==> src/rtl/adc_sequencer.sv <==
// ADC channel sequencer: walks the enabled channels of a 32-way analog mux, runs one
// conversion per channel and publishes each result as a strobed sample. Wishbone slave.
module adc_sequencer #(
  parameter int SETTLE_W = 8,
  parameter int MIN_GAP  = 16,
  parameter int TIMEOUT  = 1024
) (
  input  logic                wb_clk_i,
  input  logic                wb_rst_i,
  input  logic                wb_cyc_i,
  input  logic                wb_stb_i,
  input  logic                wb_we_i,
  input  logic [15:0]         wb_adr_i,
  input  logic [15:0]         wb_dat_i,
  output logic [15:0]         wb_dat_o,
  output logic                wb_ack_o,
  output logic [4:0]          acm_chnum,
  output logic                acm_start,
  input  logic                acm_busy,
  input  logic                acm_datavalid,
  input  logic [11:0]         acm_result,
  output logic                adc_strb,
  output logic [4:0]          adc_channel,
  output logic [11:0]         adc_result
);
  localparam int TO_W  = (TIMEOUT > 1) ? $clog2(TIMEOUT) : 1;
  localparam int GAP_W = $clog2(MIN_GAP + 1);
  localparam logic [TO_W-1:0]  TO_LAST  = TO_W'(TIMEOUT - 1);
  // GAP is entered one cycle after EMIT, so loading MIN_GAP-2 keeps strobes >= MIN_GAP apart
  localparam logic [GAP_W-1:0] GAP_LOAD = (MIN_GAP > 2) ? GAP_W'(MIN_GAP - 2) : '0;

  typedef enum logic [2:0] {S_IDLE, S_SELECT, S_SETTLE, S_WAIT, S_EMIT, S_GAP} state_t;

  state_t              state, state_next;
  logic                enable, timeout_sticky;
  logic [31:0]         mask;
  logic [SETTLE_W-1:0] settle, settle_cnt;
  logic [TO_W-1:0]     wait_cnt;
  logic [GAP_W-1:0]    gap_cnt;
  logic [4:0]          ptr;
  logic [15:0]         sweep_count;
  logic [15:0]         rd_data;
  logic                trans, run_ok, hit, timeout_hit, advance;

  assign trans       = wb_cyc_i & wb_stb_i & ~wb_ack_o;
  assign run_ok      = enable && (mask != 32'd0);
  assign hit         = (state == S_SELECT) && run_ok && mask[ptr];
  assign timeout_hit = (state == S_WAIT) && !acm_datavalid && (wait_cnt == TO_LAST);
  assign advance     = ((state == S_SELECT) && run_ok && !mask[ptr]) ||
                       (state == S_EMIT) || timeout_hit;

  always_comb begin
    state_next = state;
    acm_start  = 1'b0;
    adc_strb   = 1'b0;
    case (state)
      S_IDLE:   if (run_ok) state_next = S_SELECT;
      S_SELECT: begin
        if (!run_ok)       state_next = S_IDLE;
        else if (mask[ptr]) state_next = S_SETTLE;
      end
      S_SETTLE: begin
        if ((settle_cnt == '0) && !acm_busy) begin
          acm_start  = 1'b1;
          state_next = S_WAIT;
        end
      end
      S_WAIT: begin
        if (acm_datavalid)  state_next = S_EMIT;
        else if (timeout_hit) state_next = S_SELECT;
      end
      S_EMIT: begin
        adc_strb   = 1'b1;
        state_next = S_GAP;
      end
      S_GAP:    if (gap_cnt == '0) state_next = S_SELECT;
      default:  state_next = S_IDLE;
    endcase
  end

  always_ff @(posedge wb_clk_i) begin
    if (wb_rst_i) begin
      state       <= S_IDLE;
      ptr         <= 5'd0;
      sweep_count <= 16'd0;
      settle_cnt  <= '0;
      wait_cnt    <= '0;
      gap_cnt     <= '0;
      acm_chnum   <= 5'd0;
      adc_channel <= 5'd0;
      adc_result  <= 12'd0;
    end else begin
      state <= state_next;
      if (advance) begin
        ptr <= ptr + 5'd1;
        if (ptr == 5'd31) sweep_count <= sweep_count + 16'd1;
      end
      if (hit) begin
        acm_chnum  <= ptr;
        settle_cnt <= settle;
      end else if ((state == S_SETTLE) && (settle_cnt != '0)) begin
        settle_cnt <= settle_cnt - SETTLE_W'(1);
      end
      wait_cnt <= (state == S_WAIT) ? wait_cnt + TO_W'(1) : '0;
      // Sample registers change on the WAIT->EMIT edge so they are already valid with adc_strb
      if ((state == S_WAIT) && acm_datavalid) begin
        adc_channel <= acm_chnum;
        adc_result  <= acm_result;
      end
      if (state == S_EMIT) gap_cnt <= GAP_LOAD;
      else if ((state == S_GAP) && (gap_cnt != '0)) gap_cnt <= gap_cnt - GAP_W'(1);
    end
  end

  always_comb begin
    rd_data = 16'd0;
    case (wb_adr_i)
      16'd0:   rd_data = {14'd0, timeout_sticky, enable};
      16'd1:   rd_data = mask[15:0];
      16'd2:   rd_data = mask[31:16];
      16'd3:   rd_data = 16'(settle);
      16'd4:   rd_data = {11'd0, adc_channel};
      16'd5:   rd_data = {4'd0, adc_result};
      16'd6:   rd_data = sweep_count;
      default: rd_data = 16'd0;
    endcase
  end

  always_ff @(posedge wb_clk_i) begin
    if (wb_rst_i) begin
      wb_ack_o       <= 1'b0;
      wb_dat_o       <= 16'd0;
      enable         <= 1'b0;
      mask           <= 32'd0;
      settle         <= '0;
      timeout_sticky <= 1'b0;
    end else begin
      wb_ack_o <= trans;
      wb_dat_o <= (trans && !wb_we_i) ? rd_data : 16'd0;
      if (timeout_hit) timeout_sticky <= 1'b1;
      if (trans && wb_we_i) begin
        case (wb_adr_i)
          16'd0: begin
            enable         <= wb_dat_i[0];
            timeout_sticky <= 1'b0;
          end
          16'd1:   mask[15:0]  <= wb_dat_i;
          16'd2:   mask[31:16] <= wb_dat_i;
          16'd3:   settle      <= wb_dat_i[SETTLE_W-1:0];
          default: ;
        endcase
      end
    end
  end
endmodule

==> config.mk <==
export PLATFORM = sky130hd
export DESIGN_NAME = adc_sequencer
export DESIGN_NICKNAME = d
export VERILOG_FILES = /design/src/rtl/adc_sequencer.sv
export SDC_FILE = /design/constraint.sdc
export NUM_CORES = 1
export LEC_CHECK = 0
export CORE_MARGIN = 3
export CORE_UTILIZATION = 59
export DETAILED_ROUTE_END_ITERATION = 8
export PLACE_DENSITY = 0.95
export SYNTH_ARGS = -nofsm -noshare
export SYNTH_HDL_FRONTEND = slang
export SYNTH_SLANG_ARGS = --single-unit
==> constraint.sdc <==
create_clock -name wb_clk_i -period 5.1 [get_ports wb_clk_i]
set_clock_uncertainty 0.2 [all_clocks]
set_input_delay 1.02 -clock wb_clk_i [delete_from_list [all_inputs] [get_ports wb_clk_i]]
set_output_delay 1.02 -clock wb_clk_i [all_outputs]
set_load 0.05 [all_outputs]
==> impl_results.md, run 1 <==
- Post-Layout Inst Area: roughly 7700 sq um
- DRT antenna net count: 0
- Post-synthesis adder-cell area fraction: 0.0162
- DP HPWL: approximately 12,000 microns
- Slew Limit Fails: 0
- Most frequent cell after synthesis: dfxtp_1
- Starting density of the core: 0.619
- Unique masters post-synth: 65
- Pwr Density: between 200 and 300 nW/um^2
- Post-synth top area share: 0.414
- Die Ht: around 110 microns
- Area delta synth->final: 24.1%
- I/O pin count: 92
- GR Util met1: 0.400
- Final setup fails: 0
- Critical path's slowest cell: clkdlybuf4s50_1
- Fin nets: between 800 and 900
- Die Area: between 10,000 and 15,000 sq um
- Total Routing Usage GR: 0.339
- Post-CTS setup buffer count: 0
- Synth area leaders: dfxtp_1 (41%), mux2i_1 (9.4%), nor2_1 (5.8%), nand2_1 (3.6%), a21oi_1 (3.1%)
- Mapped Nets: about 740
- Hold_ws: between 0.2 and 0.3 ns
- VDD IR-drop max: 0.214 mV
- Critical path required time: ~3.9 ns
- IO buf count: around 90
- Fmax: 254 MHz
- Placer Congestion: about 0.97
- DR WL/cell: approximately 22 microns
- Largest net degree at the start of global routing: 85
- Tcrit/Tclk final: 0.771
- Congestion Overflow GR: 0
- Busiest grt layer: met2
- Initial antenna violation count: 0
- Fin crit period: between 3 and 4 ns
- DIE WIDTH: between 100 and 150 microns
- Post-synth EDFFs: 0
- Worst path max stage delay: 0.80 ns
- Leak: between 2 and 3 nW
- Clock transition at the registers of the reported paths: 0.06 ns
- Max FO, Critical Path: 6
- Worst slew margin: 0.209
- Met3 usage: 0.0878
- Pre-antenna DRT Iters: 9
- Setup slack after layout: ~1.2 ns
- Share of cells above drive strength 1: 0.0825
- Number of global-route vias before repair: roughly 6,000
- Post-Synth XOR/XNOR Area: 0.0240
- CTS resizes: 0
- Hold_buf cts: 0
- Dpl cell area: 7100 sq um
- Clock Latency Late Sink: roughly 0.54 ns
- Max cap viols: 0
- CP Capture Type: primary output
- Drt drc: 15
- H-Tree Level Count: 4
- Cell Area, Synth: approximately 6200 sq um
- Core area: between 9000 and 10,000 sq um
- Clk root buf: clkbuf_8
- Pre-CTS setup slack: between 1 and 1.5 ns
- Synth Area in Compound Gates: 0.147
- CTS Buffer Depth: 2
- Largest family of logic cells by synthesized area: simple AND/OR/NAND/NOR gates
- ANT cells: 0
- Yosys top cell by area: dfxtp_1
- TritonCTS clock tree: yes
- Simple-Gate Fraction of Synth Area: 0.220
- Most used DFF post-synth: dfxtp_1
- #FFs+latches synth: ~130
- Num CTS Buffers: 17
- GRT met2 Usage: 0.563
- Startpoint types: flip-flop
- First-pass GRT wire length: between 30,000 and 40,000 microns
- Most instantiated cells after synthesis: dfxtp_1 (128), nor2_1 (96), nand2_1 (59)
- RSZ-0062 raised after global routing: false
- Crit path kind: flip-flop to primary output
- Critical-path cell list: nor4_1 > nand4b_1 > nor2_1 > clkdlybuf4s50_1
- Worst Max-Slew Pin Slew: between 1 and 1.5 ns
- WL final: around 20,000 microns
- Mux contribution to synthesized area: 0.143
- Yosys warnings: 0
- Tot Pwr: about 2.3 mW
- Syn_area_per_cell: 9.16 sq um
- Asr flop ratio synth: 0
- Failing checks: DRC
- Vias per inst: around 6.7
- Setup_tns: 0 ns
- Crit path DAT: 2.71 ns
- Dpl cells: 865
- Via Count: between 6,000 and 7,000
- Hold WC Path Type: flip-flop to flip-flop
- Iteration-0 DRC Markers: ~1,000
- Register area share after synthesis: 0.414
- Non-filler cells, final: between 800 and 900
- Cell count after synthesis: around 680
- Final Hold Viols: 0
- CP bufs+invs: 1
- Layout Utilization: 0.769
- Crit path max-delay family: simple AND/OR/NAND/NOR gates
- # rows: 36
- Clock sink count: 128
- Status: complete, but fails checks
## logic make-up after synthesis
kind of cell / Yosys count
xor gates and xnor gates: 17
AOI/OAI and AO/OA: 123
and+or+nand+nor: 274
adders and majority gates: 8
DFF: 128
buffers and inverters: 48
muxes: 78
## path summary, 6_finish.rpt
path	from	endpoint	slack, ns	depth (start not counted)
setup / recovery	settle_cnt[3]$_SDFFE_PP0P_	acm_start	1.17	4
hold reg to reg	wait_cnt[0]$_SDFF_PP0_	wait_cnt[0]$_SDFF_PP0_	0.26	1
hold / removal	wait_cnt[0]$_SDFF_PP0_	wait_cnt[0]$_SDFF_PP0_	0.26	1
setup reg to reg	ptr[1]$_SDFFE_PP0P_	settle_cnt[5]$_SDFFE_PP0P_	1.21	6
## cells in the final DEF, fill, tap and decap left out, drive strengths merged, types with 11 or more instances in the layout
master         netlist  layout
dfxtp              128     128
nor2                97      97
clkdlybuf4s50        0      90
nand2               59      59
mux2i               58      58
a21oi               41      41
a22oi               25      25
nor3                20      20
nand3               18      18
clkbuf              19      18
nor2b               16      16
mux2                15      15
inv                 10      15
nor4                12      12
o21ai               11      11
## layout make-up
cell class,instances,area [sq um]
multi-input combinational,500,3410
sequential,128,2560
fill,619,2310
timing repair buffer,93,923
clock buffer,18,428
tap,133,166
clock inverter,14,156
inverter,11,41.3
## where the power goes
group,switching (mW),internal [mW],total [mW]
Combinational,0.0387,0.0424,0.0811
Clock,0.480,0.716,1.20
Sequential,0.00894,1.00,1.01
Total,0.527,1.76,2.29
## metal layers
| layer | wire [microns] | part of all wire | vias to the layer above |
|---|---|---|---|
| met4 | 1230 | 0.063 | 0 |
| met5 | 0 | 0 | - |
| met2 | 9170 | 0.47 | 493 |
| met1 | 6940 | 0.35 | 2783 |
| met3 | 2300 | 0.12 | 140 |
| li1 | - | - | 2613 |
## worst register-to-register path: cells and delay by family, from the launching register on
kind            cells  cell delay (ns)
flops               1             0.95
mux                 2             0.77
compound gates      2             0.40
simple gates        2             1.41
## flip-flops by register name, indices dropped and copies added (netlist names)
| register | count |
|---|---|
| gap_cnt | 5 |
| settle | 8 |
| wb_dat_o | 16 |
| ptr | 5 |
| mask | 32 |
| wait_cnt | 10 |
| settle_cnt | 8 |
| adc_result | 12 |
| sweep_count | 16 |
| acm_chnum | 5 |
| enable | 1 |
| adc_channel | 5 |
| timeout_sticky | 1 |
| wb_ack_o | 1 |
| state | 3 |
Note: power is estimated with default switching activity, not from simulation.
==> inputs of run 2 (changes only) <==
- CORE_UTILIZATION: 59 -> 49
- PLACE_DENSITY: 0.95 -> 0.85
- clock period: 5.1 -> 3.3 ns (I/O delays scaled with it)
==> run 2 against run 1 <==
  * The flow now finishes without violations
  * Clock power increased by 52%
  * Final cell count increased by 5.7%
  * Highest routed layer unchanged
  * Sequential cell count unchanged
  * Via count decreased by 3.2%
==> impl_results.md, run 2 (same netlist as run 1, synthesis figures left out) <==
- Status: finished clean
- Iteration-0 DRC Markers: approximately 760
- Max cap viols: 0
- Top Registers: mask (32), sweep_count (16), wb_dat_o (16)
- Final setup fails: 0
- Slew Limit Fails: 0
- Congestion Overflow GR: 0
- Commonest non-fill, non-tap cell in the layout: dfxtp_1
- Final Hold Viols: 0
- Number of global-route vias before repair: 5,688
- Tot Pwr: ~3.5 mW
- DR WL/cell: a little under 20 microns
- Via Count: ~5,800
- Starting density of the core: 0.509
- Most frequent cells in the layout: dfxtp_1 (128), nor2_1 (96), clkdlybuf4s50_1 (89)
- Share of cells above drive strength 1: 0.103
- Worst R2R Start: ptr[1]$_SDFFE_PP0P_
- DP HPWL: roughly 13,000 microns
- ANT cells: 0
- Worst slew margin: 0.455
- Fin crit period: around 3.2 ns
- Worst Max-Slew Pin Slew: 0.816 ns
- Tcrit/Tclk final: 0.965
- I/O pin count: just over 90
- WL final: between 15,000 and 20,000 microns
- End of the worst hold path: wait_cnt[0]$_SDFF_PP0_
- Worst r2r dst: ptr[0]$_SDFFE_PP0P_
- Hold Path Cell Cnt: 1
- Total Routing Usage GR: 0.260
- Pre-antenna DRT Iters: 6
- Initial antenna violation count: 0
- Worst r2r path cells: 8
- Hold path startpoint: wait_cnt[0]$_SDFF_PP0_
- Critical path required time: 2.44 ns
- DRT antenna net count: 0
- Clock transition at the registers of the reported paths: around 0.060 ns
- Num CTS Buffers: 17
- Placer Congestion: slightly above 0.9
- First-pass GRT wire length: 29,300 microns
- Clk root buf: clkbuf_16
- Layout Utilization: 0.647
- Clock sink count: roughly 130
- Worst setup path startpoint: state[2]$_SDFFE_PP0P_
- Setup_tns: 0 ns
- Drt drc: 0
- Clock Latency Late Sink: between 0.4 and 0.5 ns
- Max FO, Critical Path: 7
- Area delta synth->final: 26.9%
- Die Ht: approximately 120 microns
- Hold WC Path Type: flip-flop to flip-flop
- IO buf count: 91
- RSZ-0062 raised after global routing: false
- DIE WIDTH: between 100 and 150 microns
- Top reg by flops: mask
- Fmax: approximately 310 MHz
- CTS Buffer Depth: 2
- Pwr Density: 447 nW/um^2
- Leak: around 2.7 nW
- Vias per inst: 6.16
- Post-CTS setup buffer count: 0
- CP Capture Type: primary output
- Hold_buf cts: 0
- Crit path DAT: 2.33 ns
- FF-to-FF setup slack: 0.30 ns
- Number of flip-flops in the largest register: 32
- Die Area: about 14,000 sq um
- H-Tree Level Count: 4
- # rows: 40
- Largest net degree at the start of global routing: 66
- Fin nets: just over 800
- Core area: between 10,000 and 15,000 sq um
- Startpoint types: flip-flop
- TritonCTS clock tree: yes
- CTS resizes: 0
- VDD IR-drop max: roughly 0.46 mV
- Crit path kind: flip-flop to primary output
- Hold_ws: roughly 0.26 ns
==> run 2: changes by cell type in the layout (fill, tap and decap cells not counted), sizes merged <==
cell | previous run | this run
buf | 3 | 20
inv | 15 | 19
clkinv | 4 | 2
bufinv | 2 | 1
clkbuf | 18 | 17
clkdlybuf4s50 | 90 | 89
==> run 2: layer usage <==
layer  GRT usage  routed length, microns
met1       0.314                    7090
met2       0.437                    8750
met3      0.0665                    1860
met4       0.118                     718
met5           0                       0
==> run 2: area by class of cell <==
class	instances	area, sq um
clock buffer	17	425
clock inverter	15	149
fill	895	4300
inverter	11	41.3
multi-input combinational	500	3410
sequential	128	2560
tap	168	210
timing repair buffer	109	1070
==> run 2: worst max-delay path, stage by stage (launching register included) <==
cell	delay, ns
dfxtp_1	0.43
nor2b_1	0.27
nand2b_1	0.22
inv_2	0.17
clkdlybuf4s50_1	0.82
==> run 2: worst max path at each step <==
stage,endpoint,slack [ns]
final,adc_strb,0.11
after global routing,adc_strb,0.07
after CTS,adc_strb,0.14
after detailed placement,mask[19]$_SDFFE_PP0P_,0.16
after global placement,mask[22]$_SDFFE_PP0P_,0.26
after floorplan,mask[10]$_SDFFE_PP0P_,0.69
==> run 2: through the flow <==
step / setup WS [ns] / std cells / cell area (sq um)
floorplan: 0.693 / 676 / 6190
global placement: 0.262 / 916 / 7290
detailed placement: 0.162 / 916 / 7290
CTS: 0.138 / 948 / 7860
global route: 0.0671 / 948 / 7860
finish: 0.114 / 948 / 7860
==> run 2: power by group <==
part	internal [mW]	switching, mW	total [mW]	leakage (nW)
logic	0.0678	0.0646	0.132	1.39
clock network	1.06	0.765	1.82	0.272
registers	1.55	0.00824	1.56	1.03
total	2.68	0.837	3.51	2.70
==> inputs of run 3 (changes only) <==
- CELL_PAD_IN_SITES_DETAIL_PLACEMENT: not set -> 1
- CELL_PAD_IN_SITES_GLOBAL_PLACEMENT: not set -> 1
- CORE_UTILIZATION: 49 -> 37
- PLACE_DENSITY: 0.85 -> 0.84
==> run 3 against run 2 <==
  * Worst hold slack got worse by 0.0094 ns
  * Wire length grew 17%
  * Critical endpoint is now acm_start
  * Non-clock buffer count increased by 5
  * Utilization is 15 points lower
  * Maximum frequency rose by 6.2%
  * Final cell count increased by 5.6%
  * Worst setup slack better by 0.18 ns
  * First-iteration DRC count fell by 38%
==> impl_results.md, run 3 (same netlist as run 1, synthesis figures left out) <==
- CTS Buffer Depth: 2
- # rows: 46
- Final Hold Viols: 0
- CP Capture Type: primary output
- Pre-antenna DRT Iters: 7
- Die Ht: about 140 microns
- WL final: around 22,000 microns
- Largest net degree at the start of global routing: 50
- IO buf count: slightly above 90
- I/O pin count: 92
- TritonCTS clock tree: yes
- Post-CTS setup buffer count: 0
- H-Tree Level Count: 4
- Die Area: 18,300 sq um
- Startpoint types: flip-flop
- First-pass GRT wire length: around 34,000 microns
- Hold_ws: about 0.25 ns
- Setup_tns: 0 ns
- FF-to-FF setup slack: 0.31 ns
- Post-Layout Inst Area: between 7000 and 8000 sq um
- End of the worst hold path: wait_cnt[0]$_SDFF_PP0_
- CP bufs+invs: 1
- Hold path startpoint: wait_cnt[0]$_SDFF_PP0_
- Hold_buf cts: 0
- Critical path required time: roughly 2.4 ns
- DR WL/cell: 21.6 microns
- Clk root buf: clkbuf_16
- Drt drc: 0
- Initial antenna violation count: 0
- Tot Pwr: 3.46 mW
- Fin nets: roughly 830
- Final setup fails: 0
- Top reg by flops: mask
- Number of flip-flops in the largest register: 32
- DP HPWL: ~15,000 microns
- Clock transition at the registers of the reported paths: around 0.060 ns
- Placer Congestion: about 0.97
- Crit path DAT: 2.14 ns
- Total Routing Usage GR: 0.238
- Via Count: roughly 5,800
- Status: finished clean
- Congestion Overflow GR: 0
- Share of cells above drive strength 1: 0.107
- Max cap viols: 0
- VDD IR-drop max: roughly 0.29 mV
- Area delta synth->final: 28.8%
- Fmax: roughly 330 MHz
- Commonest non-fill, non-tap cell in the layout: dfxtp_1
- Tcrit/Tclk final: 0.909
- Fillers: approximately 1,900
- CTS resizes: 0
- Worst r2r dst: sweep_count[9]$_SDFFE_PP0P_
- Crit path max-delay family: simple AND/OR/NAND/NOR gates
- Num CTS Buffers: 17
- Top Registers: mask (32), sweep_count (16), wb_dat_o (16)
- DRT antenna net count: 0
- Vias per inst: roughly 5.8
- Max FO, Critical Path: 6
- Hold WC Path Type: flip-flop to flip-flop
- Critical-path cell list: nor4_1 > nand4b_1 > nor2_1 > buf_12
- Fin crit period: around 3.0 ns
- Slew Limit Fails: 0
- Critical path's slowest cell: nor4_1
- ANT cells: 0
- Worst slew margin: 0.375
- Pre-CTS setup slack: between 0.1 and 0.15 ns
- Number of global-route vias before repair: 6,075
- Hold Path Cell Cnt: 1
- DIE WIDTH: between 100 and 150 microns
- Crit path kind: flip-flop to primary output
- Worst R2R Start: ptr[1]$_SDFFE_PP0P_
- Iteration-0 DRC Markers: 474
- Core area: 16,100 sq um
- Starting density of the core: 0.384
- Leak: 2.75 nW
- Most frequent cells in the layout: dfxtp_1 (128), nor2_1 (96), clkdlybuf4s50_1 (88)
- Clock Latency Late Sink: between 0.4 and 0.5 ns
- RSZ-0062 raised after global routing: false
- Worst path max stage delay: 0.61 ns
- Setup slack after layout: approximately 0.3 ns
- Pwr Density: 434 nW/um^2
- Clock sink count: 128
- Worst Max-Slew Pin Slew: between 0.9 and 1 ns
- Dpl cell area: between 7000 and 8000 sq um
- Worst r2r path cells: 8
run 3: how the worst max path moves through the flow:
stage / from / end / slack (ns) / cells after the start
2_1_floorplan: wb_adr_i[13] / mask[10]$_SDFFE_PP0P_ / 0.69 / 8
3_3_place_gp: wb_adr_i[7] / settle[5]$_SDFFE_PP0P_ / 0.28 / 8
3_5_place_dp: wb_adr_i[13] / mask[13]$_SDFFE_PP0P_ / 0.13 / 8
4_1_cts: state[2]$_SDFFE_PP0P_ / adc_strb / 0.08 / 4
5_1_grt: ptr[1]$_SDFFE_PP0P_ / sweep_count[9]$_SDFFE_PP0P_ / 0.16 / 8
6_report: settle_cnt[3]$_SDFFE_PP0P_ / acm_start / 0.30 / 4
run 3: power by group:
group          leakage [nW]  switching, mW  internal [mW]
combinational          1.45         0.0662         0.0686
sequential             1.03        0.00909           1.55
clock                 0.263          0.735           1.03
total                  2.75          0.811           2.65
run 3: through the flow:
stage | instances | util
floorplan | 676 | -
global placement | 969 | 0.461
detailed placement | 969 | 0.461
CTS | 1001 | 0.495
global route | 1001 | 0.495
finish | 1001 | 0.495
run 3: cell type report:
type | instances | area, sq um | share of cell area
Clock inverter | 13 | 116 | 0.0146
Multi-Input combinational cell | 500 | 3410 | 0.428
Sequential cell | 128 | 2560 | 0.321
Inverter | 11 | 41.3 | 0.00517
Tap cell | 216 | 270 | 0.0339
Timing Repair Buffer | 114 | 1140 | 0.143
Clock buffer | 19 | 433 | 0.0542
run 3: per-layer routing:
metal / track usage / part of all wire / vias to the layer above
met2: 0.404 / 0.49 / 258
li1: - / - / 2654
met1: 0.288 / 0.41 / 2869
met3: 0.0527 / 0.061 / 54
met4: 0.108 / 0.034 / 0
met5: 0 / 0 / -
